==> src/rtl/shift_issue.sv <==
`default_nettype none
// ============================================================================
//  Module   : shift_issue
//  Purpose  : EX-stage issue register for the barrel shifter. Decodes the shift
//             class, forwards from EX/MEM, and buffers two entries (main+skid).
//  Revision : 1.0  initial release
// ============================================================================
module shift_issue (
    input  logic        CLK,
    input  logic        RST,
    input  logic [31:0] IR,
    input  logic [31:0] RS1_VAL,
    input  logic [31:0] RS2_VAL,
    input  logic        ID_VALID,
    output logic        ID_READY,
    input  logic        FWD_EN,
    input  logic [4:0]  FWD_RD,
    input  logic [31:0] FWD_VAL,
    input  logic        FLUSH,
    input  logic        EX_READY,
    output logic        EX_VALID,
    output logic [31:0] IN0,
    output logic [4:0]  S,
    output logic [1:0]  S2,
    output logic [4:0]  RD,
    output logic        SHIFT
);

    localparam logic [5:0] OPC_SPECIAL = 6'h00;
    localparam logic [5:0] OPC_SLLI    = 6'h14;
    localparam logic [5:0] OPC_SRLI    = 6'h16;
    localparam logic [5:0] OPC_SRAI    = 6'h17;
    localparam logic [5:0] FN_SLL      = 6'h04;
    localparam logic [5:0] FN_SRL      = 6'h06;
    localparam logic [5:0] FN_SRA      = 6'h07;

    localparam logic [1:0] S2_NONE     = 2'b00;
    localparam logic [1:0] S2_SLL      = 2'b01;
    localparam logic [1:0] S2_SRL      = 2'b10;
    localparam logic [1:0] S2_SRA      = 2'b11;

    typedef struct packed {
        logic [31:0] in0;
        logic [4:0]  s;
        logic [1:0]  s2;
        logic [4:0]  rd;
        logic        shift;
    } entry_t;

    // ------------------------------------------------------------------
    // Capture-cycle decode and forwarding
    // ------------------------------------------------------------------
    logic [5:0]  w_opcode;
    logic [5:0]  w_func;
    logic [4:0]  w_rs1;
    logic [4:0]  w_rs2;
    logic        w_fwd_rs1;
    logic        w_fwd_rs2;
    logic [31:0] w_rs1_val;
    logic [4:0]  w_rs2_amt;
    entry_t      w_in_entry;
    logic        w_unused;

    assign w_opcode  = IR[31:26];
    assign w_func    = IR[5:0];
    assign w_rs1     = IR[25:21];
    assign w_rs2     = IR[20:16];

    // r0 is hard-wired to zero, so it is never a forwarding target
    assign w_fwd_rs1 = FWD_EN && (FWD_RD != 5'd0) && (FWD_RD == w_rs1);
    assign w_fwd_rs2 = FWD_EN && (FWD_RD != 5'd0) && (FWD_RD == w_rs2);
    assign w_rs1_val = w_fwd_rs1 ? FWD_VAL      : RS1_VAL;
    assign w_rs2_amt = w_fwd_rs2 ? FWD_VAL[4:0] : RS2_VAL[4:0];

    assign w_unused  = ^{IR[10:6], RS2_VAL[31:5]};

    always_comb begin
        w_in_entry       = '0;
        w_in_entry.in0   = w_rs1_val;
        if (w_opcode == OPC_SPECIAL) begin
            unique case (w_func)
                FN_SLL:  w_in_entry.s2 = S2_SLL;
                FN_SRL:  w_in_entry.s2 = S2_SRL;
                FN_SRA:  w_in_entry.s2 = S2_SRA;
                default: w_in_entry.s2 = S2_NONE;
            endcase
            if (w_in_entry.s2 != S2_NONE) begin
                w_in_entry.s     = w_rs2_amt;
                w_in_entry.rd    = IR[15:11];
                w_in_entry.shift = 1'b1;
            end
        end else begin
            unique case (w_opcode)
                OPC_SLLI: w_in_entry.s2 = S2_SLL;
                OPC_SRLI: w_in_entry.s2 = S2_SRL;
                OPC_SRAI: w_in_entry.s2 = S2_SRA;
                default:  w_in_entry.s2 = S2_NONE;
            endcase
            if (w_in_entry.s2 != S2_NONE) begin
                w_in_entry.s     = IR[4:0];
                w_in_entry.rd    = IR[20:16];
                w_in_entry.shift = 1'b1;
            end
        end
    end

    // ------------------------------------------------------------------
    // Main + skid buffer
    // ------------------------------------------------------------------
    entry_t main_q, main_d;
    entry_t skid_q, skid_d;
    logic   main_vld_q, main_vld_d;
    logic   skid_vld_q, skid_vld_d;
    logic   id_ready_q, id_ready_d;
    logic   w_in_fire;
    logic   w_out_fire;

    assign w_in_fire  = ID_VALID && id_ready_q;
    assign w_out_fire = main_vld_q && EX_READY;

    always_comb begin
        main_d     = main_q;
        skid_d     = skid_q;
        main_vld_d = main_vld_q;
        skid_vld_d = skid_vld_q;
        if (FLUSH) begin
            main_vld_d = 1'b0;
            skid_vld_d = 1'b0;
        end else if (!main_vld_q || w_out_fire) begin
            // skid entry is older than anything arriving now, so it wins
            if (skid_vld_q) begin
                main_d     = skid_q;
                main_vld_d = 1'b1;
                skid_vld_d = 1'b0;
            end else if (w_in_fire) begin
                main_d     = w_in_entry;
                main_vld_d = 1'b1;
            end else begin
                main_vld_d = 1'b0;
            end
        end else if (w_in_fire) begin
            skid_d     = w_in_entry;
            skid_vld_d = 1'b1;
        end
        // Ready is a pure function of next occupancy: no EX_READY path to ID
        id_ready_d = !skid_vld_d;
    end

    always_ff @(posedge CLK) begin
        if (RST) begin
            main_q     <= '0;
            skid_q     <= '0;
            main_vld_q <= 1'b0;
            skid_vld_q <= 1'b0;
            id_ready_q <= 1'b0;
        end else begin
            main_q     <= main_d;
            skid_q     <= skid_d;
            main_vld_q <= main_vld_d;
            skid_vld_q <= skid_vld_d;
            id_ready_q <= id_ready_d;
        end
    end

    assign ID_READY = id_ready_q;
    assign EX_VALID = main_vld_q;
    assign IN0      = main_q.in0;
    assign S        = main_q.s;
    assign S2       = main_q.s2;
    assign RD       = main_q.rd;
    assign SHIFT    = main_q.shift;

endmodule
`default_nettype wire

==> config.mk <==
export PLATFORM = sky130hd
export DESIGN_NAME = shift_issue
export DESIGN_NICKNAME = d
export VERILOG_FILES = /design/src/rtl/shift_issue.sv
export SDC_FILE = /design/constraint.sdc
export NUM_CORES = 1
export LEC_CHECK = 0
export CAP_MARGIN = 20
export CORE_MARGIN = 4
export CORE_UTILIZATION = 46
export CTS_CLUSTER_SIZE = 10
export DETAILED_ROUTE_END_ITERATION = 7
export PLACE_DENSITY = 0.85
export SLEW_MARGIN = 20
export SYNTH_ARGS = -nofsm -noshare
export SYNTH_HDL_FRONTEND = slang
export SYNTH_SLANG_ARGS = --single-unit
==> constraint.sdc <==
create_clock -name CLK -period 5.4 [get_ports CLK]
set_input_delay 1.08 -clock CLK [delete_from_list [all_inputs] [get_ports CLK]]
set_output_delay 1.08 -clock CLK [all_outputs]
set_load 0.005 [all_outputs]
==> flow_results.org <==
** Min path
- In this run the most critical hold path is launched from RD[2]$_SDFFE_PP0P_.
- The worst hold path terminates at RD[2]$_SDFFE_PP0P_.
- Along the worst hold path, the cell count comes to 2.
- In this run the worst hold path is classified as register to register.

** Pwr
- For this design the ratio of total power to cell area is 219 mW/mm^2.
- Across the VDD grid, the largest voltage drop is 149 uV.
- Leakage Power :: 1.85 nW

** Synthesis
- Share of synthesized cell area in and, or, nand and nor gates :: 21.2%
- Async SR Flop Fraction :: 0%
- The synthesized netlist devotes 21.4% of its cell area to compound gates.
- Each instance of the synthesized netlist takes up on average 9.29 um^2.
- Prevailing post-synth register cell :: sky130_fd_sc_hd__dfxtp_1
- Post-synthesis mux area share :: 8.45%
- The cell area that synthesis handed to floorplanning was 0.00446 mm^2.
- Synthesis produced a netlist with a net count of 619.
- By area, the combinational part of the netlist is dominated by compound AO/OA/AOI/OAI gates.
- Adder-cell area share of the yosys netlist :: 0%
- For this run, the number of Yosys warnings is 0.
- In this run, distinct cell masters in the synthesized netlist total 39.
- Portion of the post-synthesis area used by sequential elements :: 41.8%
- The synthesized netlist devotes 2.36% of its cell area to XOR and XNOR gates.
- After synthesis the netlist holds a flip-flop and latch count of 93.
- Number of flops mapped to enable cells by yosys :: 0
- Synthesis produced 480 cells.

** STA
- Setup violations remaining at the end of the flow were counted as 0.
- Static timing analysis puts the maximum clock frequency at 326 MHz.
- Final period utilization :: 56.9%
- Final hold analysis gives a worst-case slack of 0.480 ns.
- Total negative slack :: 0 ns
- For the final database, setup skew stands at 0.0120 ns.
- Minimum setup slack in the final design :: 2.33 ns
- Max transition margin :: 38.7%
- Count of final hold-check violations :: 0
- The number of max-slew violations in the final report was 0.
- Minimum clock period :: 3.07 ns
- Setup repair after global routing left no endpoint under its margin.
- At the pin with the least slew margin, the transition time is 0.920 ns.

** Place
- Once detailed placement completed, the half-perimeter wirelength came to 8570 um.
- OpenSTA, run right after detailed placement, puts the worst setup slack at 1.97 ns.
- Placed cell count :: 721
- The congestion estimate from routability-driven global placement came to 0.814.
- Buffers added on ports :: 153

** Global routing
- The first global-routing pass estimated 20500 um of wire.
- Entering global routing, the biggest net connects 91 pins.
- Antenna violations before repair :: 0
- Global routing consumed, over all layers together, 22.1% of the routing resources.
- Total congestion overflow after global routing :: 0
- Number of global-route vias before repair :: 4269

** Setup path
- Crit path kind :: input pin to register
- In this run the register-to-register setup slack is 2.63 ns.
- The worst setup path is captured at a register.
- For the worst flop-to-flop path, the logic depth is 5.
- The largest single stage delay on the critical path is 0.54 ns.
- WP buf/inv :: 2
- The worst register-to-register path begins at skid_vld_q$_SDFF_PP0_.
- R2r endpoint :: IN0[10]$_SDFFE_PP0P_
- Maximum net fanout on the critical path :: 32
- Worst-path cell with the longest stage delay :: sky130_fd_sc_hd__or4_1
- Cell-by-cell listing of the critical path :: clkdlybuf4s50_1 -> or4_1 -> o21ai_1 -> nor4_4 -> buf_4 -> mux2i_1 -> a211oi_1
- STA classifies the critical path startpoint as an input pin.
- Critical path arrival :: 3.31 ns
- Required time of the worst setup path :: 5.64 ns
- The most critical setup path has its startpoint at FWD_RD[1].
- The cell family contributing the most delay on the critical path is buffers and inverters.

** Finish
- Number of non-filler instances in the completed layout :: 738
- At the end of the flow the core is filled with cells to 66.7%.
- The area growth from synthesis to layout is 39.5%.
- Diodes inserted :: 0
- Of the cells placed in the final design, the portion with a size suffix greater than 1 is 6.90%.
- For this run, the post-layout net count is 743.

** Floorplan
- In this run the horizontal extent of the chip is 106 um.
- Floorplan die height :: 106 um
- Die area :: 0.0113 mm^2
- Number of top-level pins :: 186
- The total area inside the core boundary comes to 0.00933 mm^2.
- The initialized floorplan defines 35 standard-cell rows.
- For this configuration, the core starts out at a cell density of 47.8%.

** Detailed routing
- Violation count after the first detailed-route iteration :: 137
- First-pass iteration count of the detailed router :: 4
- In the routed layout, each cell is associated on average with a via count of 5.70.
- In this run the remaining antenna-violating nets after routing total 0.
- Summed over all layers, the routed wires come to 12500 um.
- In the routed design, unresolved DRC markers number 0.
- The detailed router placed 4210 vias in this run.
- Dividing the detail-routed wire length by the instance count gives 17.0 um.

** Status
- Outcome :: finished clean

** Clock network
- The later pin in the worst-skew pair is clocked with a latency of 0.35 ns.
- Cts hold-fix bufs :: 0
- Clock-pin slew was measured on the worst setup and hold paths at 0.09 ns.
- Clock sink count :: 93
- Setup Fix Bufs, Post-CTS :: 0
- Counting along the longest clock path gives a buffer depth of 2.
- After clock tree synthesis, the repair step resized 0 gates.
- Root Buffer Master :: sky130_fd_sc_hd__clkbuf_8
- TritonCTS built the clock tree.
- Number of CTS-inserted buffers :: 9
- H-tree Lvls :: 3

** Flow run
- Count of max-cap constraint violations :: 0
-- per-stage QoR --
step | power (mW) | instance area [um^2]
floorplan | 0.795 | 4460
global placement | 0.912 | 6020
detailed placement | 0.918 | 6020
CTS | 1.37 | 6210
global route | 1.41 | 6220
finish | 1.36 | 6220
-- final cells by class --
| type | instances | area (um^2) |
|---|---|---|
| Clock buffer | 10 | 128 |
| Tap cell | 129 | 161 |
| Timing Repair Buffer | 160 | 1580 |
| Fill cell | 756 | 3110 |
| Sequential cell | 93 | 1860 |
| Inverter | 7 | 26.3 |
| Multi-Input combinational cell | 333 | 2400 |
| Clock inverter | 6 | 63.8 |
-- synthesized netlist by cell type (3+ instances only) --
master | number | area (um^2)
sky130_fd_sc_hd__a211oi_1 | 41 | 308
sky130_fd_sc_hd__a21o_1 | 7 | 52.6
sky130_fd_sc_hd__a21oi_1 | 9 | 45.0
sky130_fd_sc_hd__a22oi_1 | 7 | 52.6
sky130_fd_sc_hd__a311o_1 | 5 | 50.1
sky130_fd_sc_hd__a311oi_2 | 5 | 75.1
sky130_fd_sc_hd__a31oi_1 | 5 | 31.3
sky130_fd_sc_hd__buf_4 | 3 | 22.5
sky130_fd_sc_hd__clkbuf_1 | 42 | 158
sky130_fd_sc_hd__dfxtp_1 | 93 | 1860
sky130_fd_sc_hd__inv_1 | 7 | 26.3
sky130_fd_sc_hd__mux2_2 | 5 | 56.3
sky130_fd_sc_hd__mux2i_1 | 32 | 320
sky130_fd_sc_hd__nand2_1 | 23 | 86.3
sky130_fd_sc_hd__nand3b_1 | 62 | 465
sky130_fd_sc_hd__nor2_1 | 55 | 206
sky130_fd_sc_hd__nor3_1 | 4 | 20.0
sky130_fd_sc_hd__o21ai_0 | 8 | 40.0
sky130_fd_sc_hd__o221ai_1 | 31 | 272
sky130_fd_sc_hd__xnor2_1 | 8 | 70.1
sky130_fd_sc_hd__xor2_1 | 4 | 35.0
-- power by group --
part           internal (mW)  leakage, nW  total [mW]  switching, mW
registers              0.698        0.753       0.706        0.00757
clock network          0.214       0.0923       0.459          0.245
logic                  0.120         1.00       0.196         0.0755
-- sequential cells by signal, indices dropped and copies added (netlist names) --
register and count:
RD 5, skid_q 45, IN0 32, ID_READY 1, EX_VALID 1, SHIFT 1
skid_vld_q 1, S2 2, S 5
-- placed cells by master (no fill, tap or decap), drive strengths merged, types with 9 or more instances in the layout --
master	count
nor2	55
clkbuf	10
clkdlybuf4s50	152
a211oi	41
o221ai	31
nand2	23
dfxtp	93
a21oi	9
nand3b	62
o21ai	9
mux2i	32
-- how the worst max path moves through the flow --
stage | cells after the start | slack (ns) | end
after global placement | 6 | 2.03 | skid_q[10]$_SDFFE_PP0P_
after detailed placement | 7 | 1.97 | IN0[25]$_SDFFE_PP0P_
after floorplan | 6 | 2.63 | skid_q[10]$_SDFFE_PP0P_
final | 7 | 2.33 | skid_q[41]$_SDFFE_PP0P_
after global routing | 7 | 2.17 | IN0[18]$_SDFFE_PP0P_
after CTS | 7 | 2.34 | skid_q[41]$_SDFFE_PP0P_
-- routing by layer --
| layer | vias to the layer above | GRT usage [%] | wire length (um) |
|---|---|---|---|
| met2 | 159 | 37.1 | 5940 |
| met5 | - | 0 | 0 |
| li1 | 2043 | - | - |
| met1 | 1986 | 26.2 | 5230 |
| met3 | 22 | 6.62 | 1020 |
| met4 | 0 | 8.95 | 331 |
-- worst register-to-register path, delay by kind of cell (launching register included) --
family	cells	cell delay, ns
AO/OA/AOI/OAI	2	0.46
buffers and inverters	1	0.30
flip-flops	1	0.94
AND/OR/NAND/NOR	2	0.98
-- logic make-up after synthesis --
group | after synthesis
DFF | 93
muxes | 37
and+or+nand+nor | 162
AOI/OAI and AO/OA | 122
buffers and inverters | 54
xor gates and xnor gates | 12
Note: power is estimated with default switching activity, not from simulation.
